**src/rtl/acm_pkg.sv**
```systemverilog
// Shared types for the Arnold's Cat Map coordinate engine.
package acm_pkg;

   typedef enum logic [1:0] {IDLE, MAP, OUT} acm_map_state_e;

   typedef enum logic {ACM_ENC, ACM_DEC} acm_mode_e;

endpackage

```
**src/rtl/acm_coord_step.sv**
```systemverilog
// One combinational cat-map iteration (forward or inverse) modulo dim_p.
// Reduction uses conditional add/subtract of N only; no divider.
module acm_coord_step
   import acm_pkg::*;
#(
   parameter  int dim_p          = 64,
   localparam int coord_width_lp = $clog2(dim_p)
) (
   input  logic [coord_width_lp-1:0] xm_i,
   input  logic [coord_width_lp-1:0] ym_i,
   input  logic                      decrypt_i,
   output logic [coord_width_lp-1:0] xm_o,
   output logic [coord_width_lp-1:0] ym_o
);

   localparam int W = coord_width_lp;
   localparam logic        [W+1:0] N_U = (W+2)'(dim_p);
   localparam logic signed [W+2:0] N_S = (W+3)'(dim_p);

   // x+y < 2N, so one conditional subtract suffices
   function automatic logic [W-1:0] fwd_x(input logic [W-1:0] a, input logic [W-1:0] b);
      logic [W+1:0] s;
      s = {2'b00, a} + {2'b00, b};
      if (s >= N_U) s = s - N_U;
      return s[W-1:0];
   endfunction

   // x+2y < 3N, so up to two conditional subtracts
   function automatic logic [W-1:0] fwd_y(input logic [W-1:0] a, input logic [W-1:0] b);
      logic [W+1:0] s;
      s = {2'b00, a} + {1'b0, b, 1'b0};
      if (s >= N_U) s = s - N_U;
      if (s >= N_U) s = s - N_U;
      return s[W-1:0];
   endfunction

   // 2x-y lies in (-N, 2N)
   function automatic logic [W-1:0] inv_x(input logic [W-1:0] a, input logic [W-1:0] b);
      logic signed [W+2:0] d;
      d = $signed({2'b00, a, 1'b0}) - $signed({3'b000, b});
      if (d < 0)         d = d + N_S;
      else if (d >= N_S) d = d - N_S;
      return d[W-1:0];
   endfunction

   // y-x lies in (-N, N)
   function automatic logic [W-1:0] inv_y(input logic [W-1:0] a, input logic [W-1:0] b);
      logic signed [W+2:0] d;
      d = $signed({3'b000, b}) - $signed({3'b000, a});
      if (d < 0) d = d + N_S;
      return d[W-1:0];
   endfunction

   assign xm_o = decrypt_i ? inv_x(xm_i, ym_i) : fwd_x(xm_i, ym_i);
   assign ym_o = decrypt_i ? inv_y(xm_i, ym_i) : fwd_y(xm_i, ym_i);

endmodule

```
**src/rtl/acm_coord_mapper.sv**
```systemverilog
// Raster-walks an N x N image, applies K cat-map iterations per pixel and
// streams (source, mapped) coordinate pairs over valid/ready.
module acm_coord_mapper
   import acm_pkg::*;
#(
   parameter  int dim_p          = 64,
   parameter  int iter_width_p   = 8,
   localparam int coord_width_lp = $clog2(dim_p)
) (
   input  logic                      clk,
   input  logic                      reset,
   input  logic                      start_v_i,
   output logic                      start_ready_o,
   input  logic [iter_width_p-1:0]   iters_i,
   input  logic                      decrypt_i,
   output logic                      v_o,
   input  logic                      ready_i,
   output logic [coord_width_lp-1:0] x_o,
   output logic [coord_width_lp-1:0] y_o,
   output logic [coord_width_lp-1:0] xm_o,
   output logic [coord_width_lp-1:0] ym_o,
   output logic                      last_o,
   output logic                      done_o
);

   localparam int W = coord_width_lp;
   localparam logic [W-1:0]            LAST_C = W'(dim_p - 1);
   localparam logic [iter_width_p-1:0] ONE_K  = iter_width_p'(1);

   acm_map_state_e          r_state, w_state_nxt;
   acm_mode_e               r_mode;
   logic [iter_width_p-1:0] r_k, r_cnt;
   logic [W-1:0]            r_x, r_y, r_xm, r_ym;
   logic [W-1:0]            w_xm_step, w_ym_step, w_x_nxt, w_y_nxt;
   logic                    r_done, w_accept, w_advance, w_finish, w_at_last;

   acm_coord_step #(.dim_p(dim_p)) u_step (
      .xm_i      (r_xm),
      .ym_i      (r_ym),
      .decrypt_i (r_mode == ACM_DEC),
      .xm_o      (w_xm_step),
      .ym_o      (w_ym_step)
   );

   assign w_at_last = (r_x == LAST_C) && (r_y == LAST_C);
   assign w_x_nxt   = (r_x == LAST_C) ? '0 : r_x + 1'b1;
   assign w_y_nxt   = (r_x == LAST_C) ? r_y + 1'b1 : r_y;

   always_ff @(posedge clk) begin
      if (reset) r_state <= IDLE;
      else       r_state <= w_state_nxt;
   end

   always_comb begin
      w_state_nxt = r_state;
      w_accept    = 1'b0;
      w_advance   = 1'b0;
      w_finish    = 1'b0;
      case (r_state)
         IDLE: begin
            if (start_v_i) begin
               w_accept    = 1'b1;
               w_state_nxt = (iters_i != '0) ? MAP : OUT;
            end
         end
         MAP: begin
            if (r_cnt == ONE_K) w_state_nxt = OUT;
         end
         OUT: begin
            if (ready_i) begin
               if (w_at_last) begin
                  w_finish    = 1'b1;
                  w_state_nxt = IDLE;
               end else begin
                  w_advance   = 1'b1;
                  w_state_nxt = (r_k != '0) ? MAP : OUT;
               end
            end
         end
         default: w_state_nxt = IDLE;
      endcase
   end

   // Datapath: job setup, iteration, and raster advance
   always_ff @(posedge clk) begin
      if (reset) begin
         r_mode <= ACM_ENC;
         r_k    <= '0;
         r_cnt  <= '0;
         r_x    <= '0;
         r_y    <= '0;
         r_xm   <= '0;
         r_ym   <= '0;
         r_done <= 1'b0;
      end else begin
         r_done <= w_finish;
         if (w_accept) begin
            r_mode <= decrypt_i ? ACM_DEC : ACM_ENC;
            r_k    <= iters_i;
            r_cnt  <= iters_i;
            r_x    <= '0;
            r_y    <= '0;
            r_xm   <= '0;
            r_ym   <= '0;
         end else if (r_state == MAP) begin
            r_xm  <= w_xm_step;
            r_ym  <= w_ym_step;
            r_cnt <= r_cnt - 1'b1;
         end else if (w_advance) begin
            r_x   <= w_x_nxt;
            r_y   <= w_y_nxt;
            r_xm  <= w_x_nxt;
            r_ym  <= w_y_nxt;
            r_cnt <= r_k;
         end
      end
   end

   assign start_ready_o = (r_state == IDLE);
   assign v_o           = (r_state == OUT);
   assign last_o        = (r_state == OUT) && w_at_last;
   assign done_o        = r_done;
   assign x_o           = r_x;
   assign y_o           = r_y;
   assign xm_o          = r_xm;
   assign ym_o          = r_ym;

endmodule
```
**config.mk**
```make
export PLATFORM = sky130hd
export DESIGN_NAME = acm_coord_mapper
export DESIGN_NICKNAME = d
export VERILOG_FILES = /design/src/rtl/acm_pkg.sv /design/src/rtl/acm_coord_step.sv /design/src/rtl/acm_coord_mapper.sv
export SDC_FILE = /design/constraint.sdc
export NUM_CORES = 1
export LEC_CHECK = 0
export CAP_MARGIN = 20
export CELL_PAD_IN_SITES_DETAIL_PLACEMENT = 1
export CELL_PAD_IN_SITES_GLOBAL_PLACEMENT = 1
export CORE_MARGIN = 2
export CORE_UTILIZATION = 50
export CTS_CLUSTER_SIZE = 14
export DETAILED_ROUTE_END_ITERATION = 7
export DONT_BUFFER_PORTS = 1
export GPL_TIMING_DRIVEN = 0
export PLACE_DENSITY = 0.94
export REMOVE_ABC_BUFFERS = 1
export SLEW_MARGIN = 40
export SYNTH_ARGS = -nofsm -noshare
export SYNTH_HDL_FRONTEND = slang
export SYNTH_HIERARCHICAL = 1
export SYNTH_SLANG_ARGS = --single-unit
export TNS_END_PERCENT = 30
```
**constraint.sdc**
```tcl
create_clock -name clk -period 4.36 [get_ports clk]
set_input_delay 0.872 -clock clk [delete_from_list [all_inputs] [get_ports clk]]
set_output_delay 0.872 -clock clk [all_outputs]
set_load 0.005 [all_outputs]
```
==> After elaboration in Yosys (flattened, before gate mapping) <==
Cells that the tools add are included.
{ "word_totals": {"regBits": 44, "input_bits": 13, "word_cells": 81} }
{ "classes": {"add_sub_neg": 13, "order_cmp": 6, "n_eq_ne": 8, "muxes": 31, "bitwise": 3, "reduce_logical": 11} }
{ "op_table": {"columns": ["operator", "count"], "rows": [
  ["$mux 6", 13],
  ["$mux 8", 4],
  ["$add 6x1->6 const B", 4],
  ["$sub 6x1->6 const B", 3],
  ["$ge 8x7->1 const B", 2],
  ["$reduce_bool 8->1", 2],
  ["$eq 6x6->1 const B", 2],
  ["$mux 2", 6],
  ["$add 6x7->8", 1],
  ["$eq 8x1->1 const B", 1],
  ["$ge 8x8->1 const B", 1],
  ["$lt 8x1->1 const B", 1],
  ["$sub 7x6->8", 1],
  ["$sub 8x1->8 const B", 1],
  ["$sub 8x7->8 const B", 1],
  ["$add 6x6->7", 1],
  ["$ge 7x7->1 const B", 1],
  ["$lt 7x1->1 const B", 1],
  ["$mux 1", 7],
  ["$sub 6x6->7", 1],
  ["$pmux 2 s3", 1],
  ["$ne 2x2->1 const B", 2],
  ["$not 1->1", 3],
  ["$reduce_and 3->1", 1],
  ["other kinds (10)", 11]
]} }

==> Depth between registers and ports, before layout <==
{ "depth": {"word_depth": 8, "mapped_depth": 11, "mapped_depth_nobuf": 11} }

==> Hierarchy <==
The synthesis kept the hierarchy.
{ "modules_own_cells": {"columns": ["mod", "n_inst", "cells_per_inst", "area_each_um2", "seq_area_each_um2"], "rows": [
  ["acm_coord_mapper", 1, 290, 2339.7, 880.8],
  ["acm_coord_step", 1, 122, 920.9, 0.0]
]} }

==> Worst setup path before layout <==
OpenSTA, ideal clock, no wires.
{ "synth_timing": {"kind": "register to output", "from": "reg r_x[0], in the netlist x_o[0]", "to": "out last_o", "arrival_time_ps": 1599, "t_required_ps": 3488, "path_slack_ps": 1889, "path_stages_with_launch": 6, "path_buffers": 1, "path_cell_list": "dfxtp_1 > ha_1 > nand4_4 > or4_4 > buf_6 > nor2_1"} }
{ "synth_between": {"elab_chain_cells": 3} }
{ "synth_rtl": {"columns": ["element", "line_no", "rtl"], "rows": [
  ["start, declared", "acm_coord_mapper.sv:33", "logic [W-1:0] r_x, r_y, r_xm, r_ym;"],
  ["start signal, assigned", "acm_coord_mapper.sv:110", "r_x <= w_x_nxt;"],
  ["$eq 6x6->1", "acm_coord_mapper.sv:45", "assign w_at_last = (r_x == LAST_C) && (r_y == LAST_C);"],
  ["$logic_and 1x1->1", "acm_coord_mapper.sv:45", null],
  ["$logic_and 1x1->1", "acm_coord_mapper.sv:121", "assign last_o = (r_state == OUT) && w_at_last;"],
  ["end, declared", "acm_coord_mapper.sv:22", "output logic last_o,"]
]} }
Every way passes these cells.

==> Worst setup path after layout <==
{ "layout_timing": {"from": "reg r_y[0], in the netlist y_o[0]", "to": "out last_o"} }
{ "layout_between": {"elab_chain_cells": 3} }
{ "layout_rtl": {"columns": ["element", "line_no", "rtl"], "rows": [
  ["start, declared", "acm_coord_mapper.sv:33", null],
  ["start signal, assigned", "acm_coord_mapper.sv:111", "r_y <= w_y_nxt;"],
  ["$eq 6x6->1", "acm_coord_mapper.sv:45", null],
  ["$logic_and 1x1->1", "acm_coord_mapper.sv:45", null],
  ["$logic_and 1x1->1", "acm_coord_mapper.sv:121", null]
]} }
Every way passes these cells.

==> impl_metrics.sql <==
INSERT INTO impl_metrics (metric_group, metric, value, unit) VALUES
('critical_path', 'reg2reg_from', 'ym_o[0]$_SDFFE_PP0P_', ''),
('timing', 'finalCritPeriodShare', '68.3', '%'),
('cells_and_area', 'diodes', '0', ''),
('run_status', 'run_status', 'finished, final reports clean', ''),
('floorplan', 'floorplan.die.width', '84.8', 'microns'),
('floorplan', 'core.rowCount', '29', ''),
('cells_and_area', 'layout-area-overhead-vs-synth', '3.38', '%'),
('global_routing', 'antenna_violations_before_repair', '0', ''),
('cts', 'cts_root_buffer', 'clkbuf_8', ''),
('power', 'netSwitchingPower', '0.507', 'mW'),
('logic_synthesis', 'syn_area', '3260', 'sq um'),
('logic_synthesis', 'synth-seq-area-share', '27.0', '%'),
('logic_synthesis', 'synth_edf_count', '0', ''),
('cts', 'post_cts_resize_count', '0', ''),
('drt', 'route.detailed.drc', '0', ''),
('drt', 'avgViaCountPerCell', '6.37', ''),
('global_routing', 'grt_remaining_overflow', '0', ''),
('timing', 'maxClockFrequency', '0.336', 'GHz'),
('global_routing', 'grt_usage', '27.3', '%'),
('timing', 'setup_repair_after_global_routing_missed_its_margin', 'no', ''),
('power', 'p_clk_share', '24.1', '%'),
('timing', 'final_hold_viol_count', '0', ''),
('global_routing', 'pin_count_of_the_biggest_net_entering_global_routing', '25', ''),
('timing', 'relSlewSlack', '43.9', '%'),
('power', 'power.density', '389', 'nW/um^2'),
('timing', 'clock_skew', '0.00899', 'ns'),
('drt', 'routedWlPerCell', '20.0', 'microns'),
('logic_synthesis', 'synth_top_cell_by_area', 'dfxtp_1', ''),
('cts', 'htree_levels', '2', ''),
('hold_path', 'min_from', 'r_cnt[5]$_SDFFE_PP0P_', ''),
('cells_and_area', 'post-route-util', '53.4', '%'),
('timing', 'totalNegativeSetupSlack', '0', 'ns'),
('critical_path', 'timing_worst_setup_path_type', 'reg -> out', ''),
('timing', 'setup_violations', '0', ''),
('cts', 'postCtsSetupRepairBufs', '0', ''),
('hold_path', 'tightest_hold_check_type', 'reg -> reg', ''),
('placement', 'dpl-instance-area', '3260', 'sq um'),
('drt', 'detailroute.via_count', '3032', ''),
('logic_synthesis', 'synth_cell_type_count', '62', ''),
('critical_path', 'reg2regPathDepth', '9', ''),
('power', 'totalPowerFinal', '1.31', 'mW'),
('logic_synthesis', 'postSynth.topFlopCell', 'dfxtp_1', ''),
('timing', 'tightest_slew', '0.833', 'ns'),
('cells_and_area', 'finish.net_count', '437', ''),
('critical_path', 'critical_path.startpoint', 'y_o[0]$_SDFFE_PP0P_', ''),
('critical_path', 'critical_path.endpoint', 'last_o', ''),
('cts', 'cts_hold_buffers', '0', ''),
('floorplan', 'die_y', '84.8', 'microns'),
('floorplan', 'pin_count', '41', ''),
('critical_path', 'cp_max_fo', '7', ''),
('cells_and_area', 'filler_cell_count', '787', ''),
('placement', 'place_worst_setup_slack', '1.75', 'ns'),
('logic_synthesis', 'synth.top_cells.by_area', 'dfxtp_1, ha_1, a21oi_1', ''),
('critical_path', 'timing.critical_path.from_type', 'flop', ''),
('logic_synthesis', 'synth.top_cell.area_share', '27.0', '%'),
('timing', 'final_critical_path_setup_slack', '1.38', 'ns'),
('cells_and_area', 'finalNonFillerCells', '476', ''),
('cts', 'clock_sink_count', '44', ''),
('power', 'comb_power_share', '36.3', '%'),
('power', 'internal_power', '0.803', 'mW'),
('logic_synthesis', 'syn_area_per_cell', '7.91', 'sq um'),
('drt', 'number_of_search_and_repair_iterations_in_the_first_detailed_routing_pass', '4', ''),
('floorplan', 'initial_utilization', '51.6', '%'),
('placement', 'place.gp.congestion', '0.917', ''),
('power', 'p_leak', '1.27', 'nW'),
('drt', 'drtIter0Drc', '146', ''),
('cts', 'cts-root-to-sink-buffers', '2', ''),
('cts', 'insertion_delay', '0.30', 'ns'),
('drt', 'wl', '9510', 'microns'),
('logic_synthesis', 'postSynthRegisterBits', '44', ''),
('cts', 'cts_tree', 'done', '');
==> worst min-delay path by stage <==
stage,to,slack [ns],cells past startpoint
6_report,r_cnt[5]$_SDFFE_PP0P_,0.48,2
4_1_cts,r_cnt[5]$_SDFFE_PP0P_,0.48,2
5_1_grt,r_cnt[5]$_SDFFE_PP0P_,0.52,2
3_3_place_gp,r_cnt[6]$_SDFFE_PP0P_,0.46,2
3_5_place_dp,r_cnt[5]$_SDFFE_PP0P_,0.47,2
2_1_floorplan,r_cnt[5]$_SDFFE_PP0P_,0.45,2
==> cell usage after synthesis (4+ instances only) <==
library cell	number
nor4_1	9
nor2b_1	11
ha_1	22
nor2_1	47
nand2_1	25
mux2i_1	12
buf_2	8
a221oi_1	4
xnor2_1	11
inv_1	24
a21oi_1	39
fa_1	4
and3_1	4
nand2b_1	5
clkbuf_1	10
o21ai_0	21
dfxtp_1	44
nor3_1	14
a221o_1	4
xor2_1	11
a22oi_1	5
nand3_1	17
==> sequential cells by signal, indices dropped and copies added (netlist names) <==
signal   count
r_state      2
ym_o         6
r_mode       1
done_o       1
y_o          6
xm_o         6
r_cnt        8
x_o          6
r_k          8
==> kinds of logic (layout without fill, tap and decap cells) <==
logic type      Yosys count  after routing  synth area share, %
xor+xnor                 22             22                 5.91
compound gates          111            111                 22.7
simple gates            149            149                 23.3
fa+ha+maj                26             26                 10.9
buf+inv                  47             34                 6.22
flops                    44             44                 27.0
mux                      13             13                 4.03
==> metal layers <==
metal / up-vias / share of wire [%] / track usage (%)
met5: - / 0 / 0
met4: 0 / 1.2 / 6.78
met3: 12 / 4.8 / 5.01
met2: 68 / 50 / 47.0
met1: 1509 / 44 / 35.4
li1: 1443 / - / -
==> power groups by stage <==
stage	combinational (mW)	sequential (mW)	clock (mW)
floorplan	0.355	0.501	0
global placement	0.433	0.519	0
detailed placement	0.462	0.526	0
CTS	0.472	0.516	0.317
global route	0.528	0.527	0.334
finish	0.476	0.518	0.316
==> critical path, stage by stage, from the launching register on <==
cell and delay, ns:
dfxtp_1 0.47, ha_1 0.25, nand3_1 0.27, or4_4 0.66, nor2_1 0.16
==> final cells by class <==
| cell class | count | area [sq um] | share of cell area (%) |
|---|---|---|---|
| multi-input combinational | 321 | 2180 | 64.8 |
| sequential | 44 | 881 | 26.1 |
| tap | 77 | 96.3 | 2.86 |
| inverter | 25 | 93.8 | 2.78 |
| clock buffer | 6 | 72.6 | 2.15 |
| clock inverter | 2 | 35.0 | 1.04 |
| timing repair buffer | 1 | 7.51 | 0.223 |
==> cell usage in the layout, fill, tap and decap left out, types with 5 or more instances in the layout <==
cell      Yosys  routed
nor2_1       47      47
dfxtp_1      44      44
a21oi_1      39      39
nand2_1      25      25
inv_1        24      24
ha_1         22      22
o21ai_0      21      21
nand3_1      17      17
nor3_1       14      14
mux2i_1      12      12
xnor2_1      11      11
xor2_1       11      11
nor2b_1      11      10
nor4_1        9       9
nand2b_1      5       5
a22oi_1       5       5
clkbuf_8      0       5
Power figures use the tool's default switching activity.
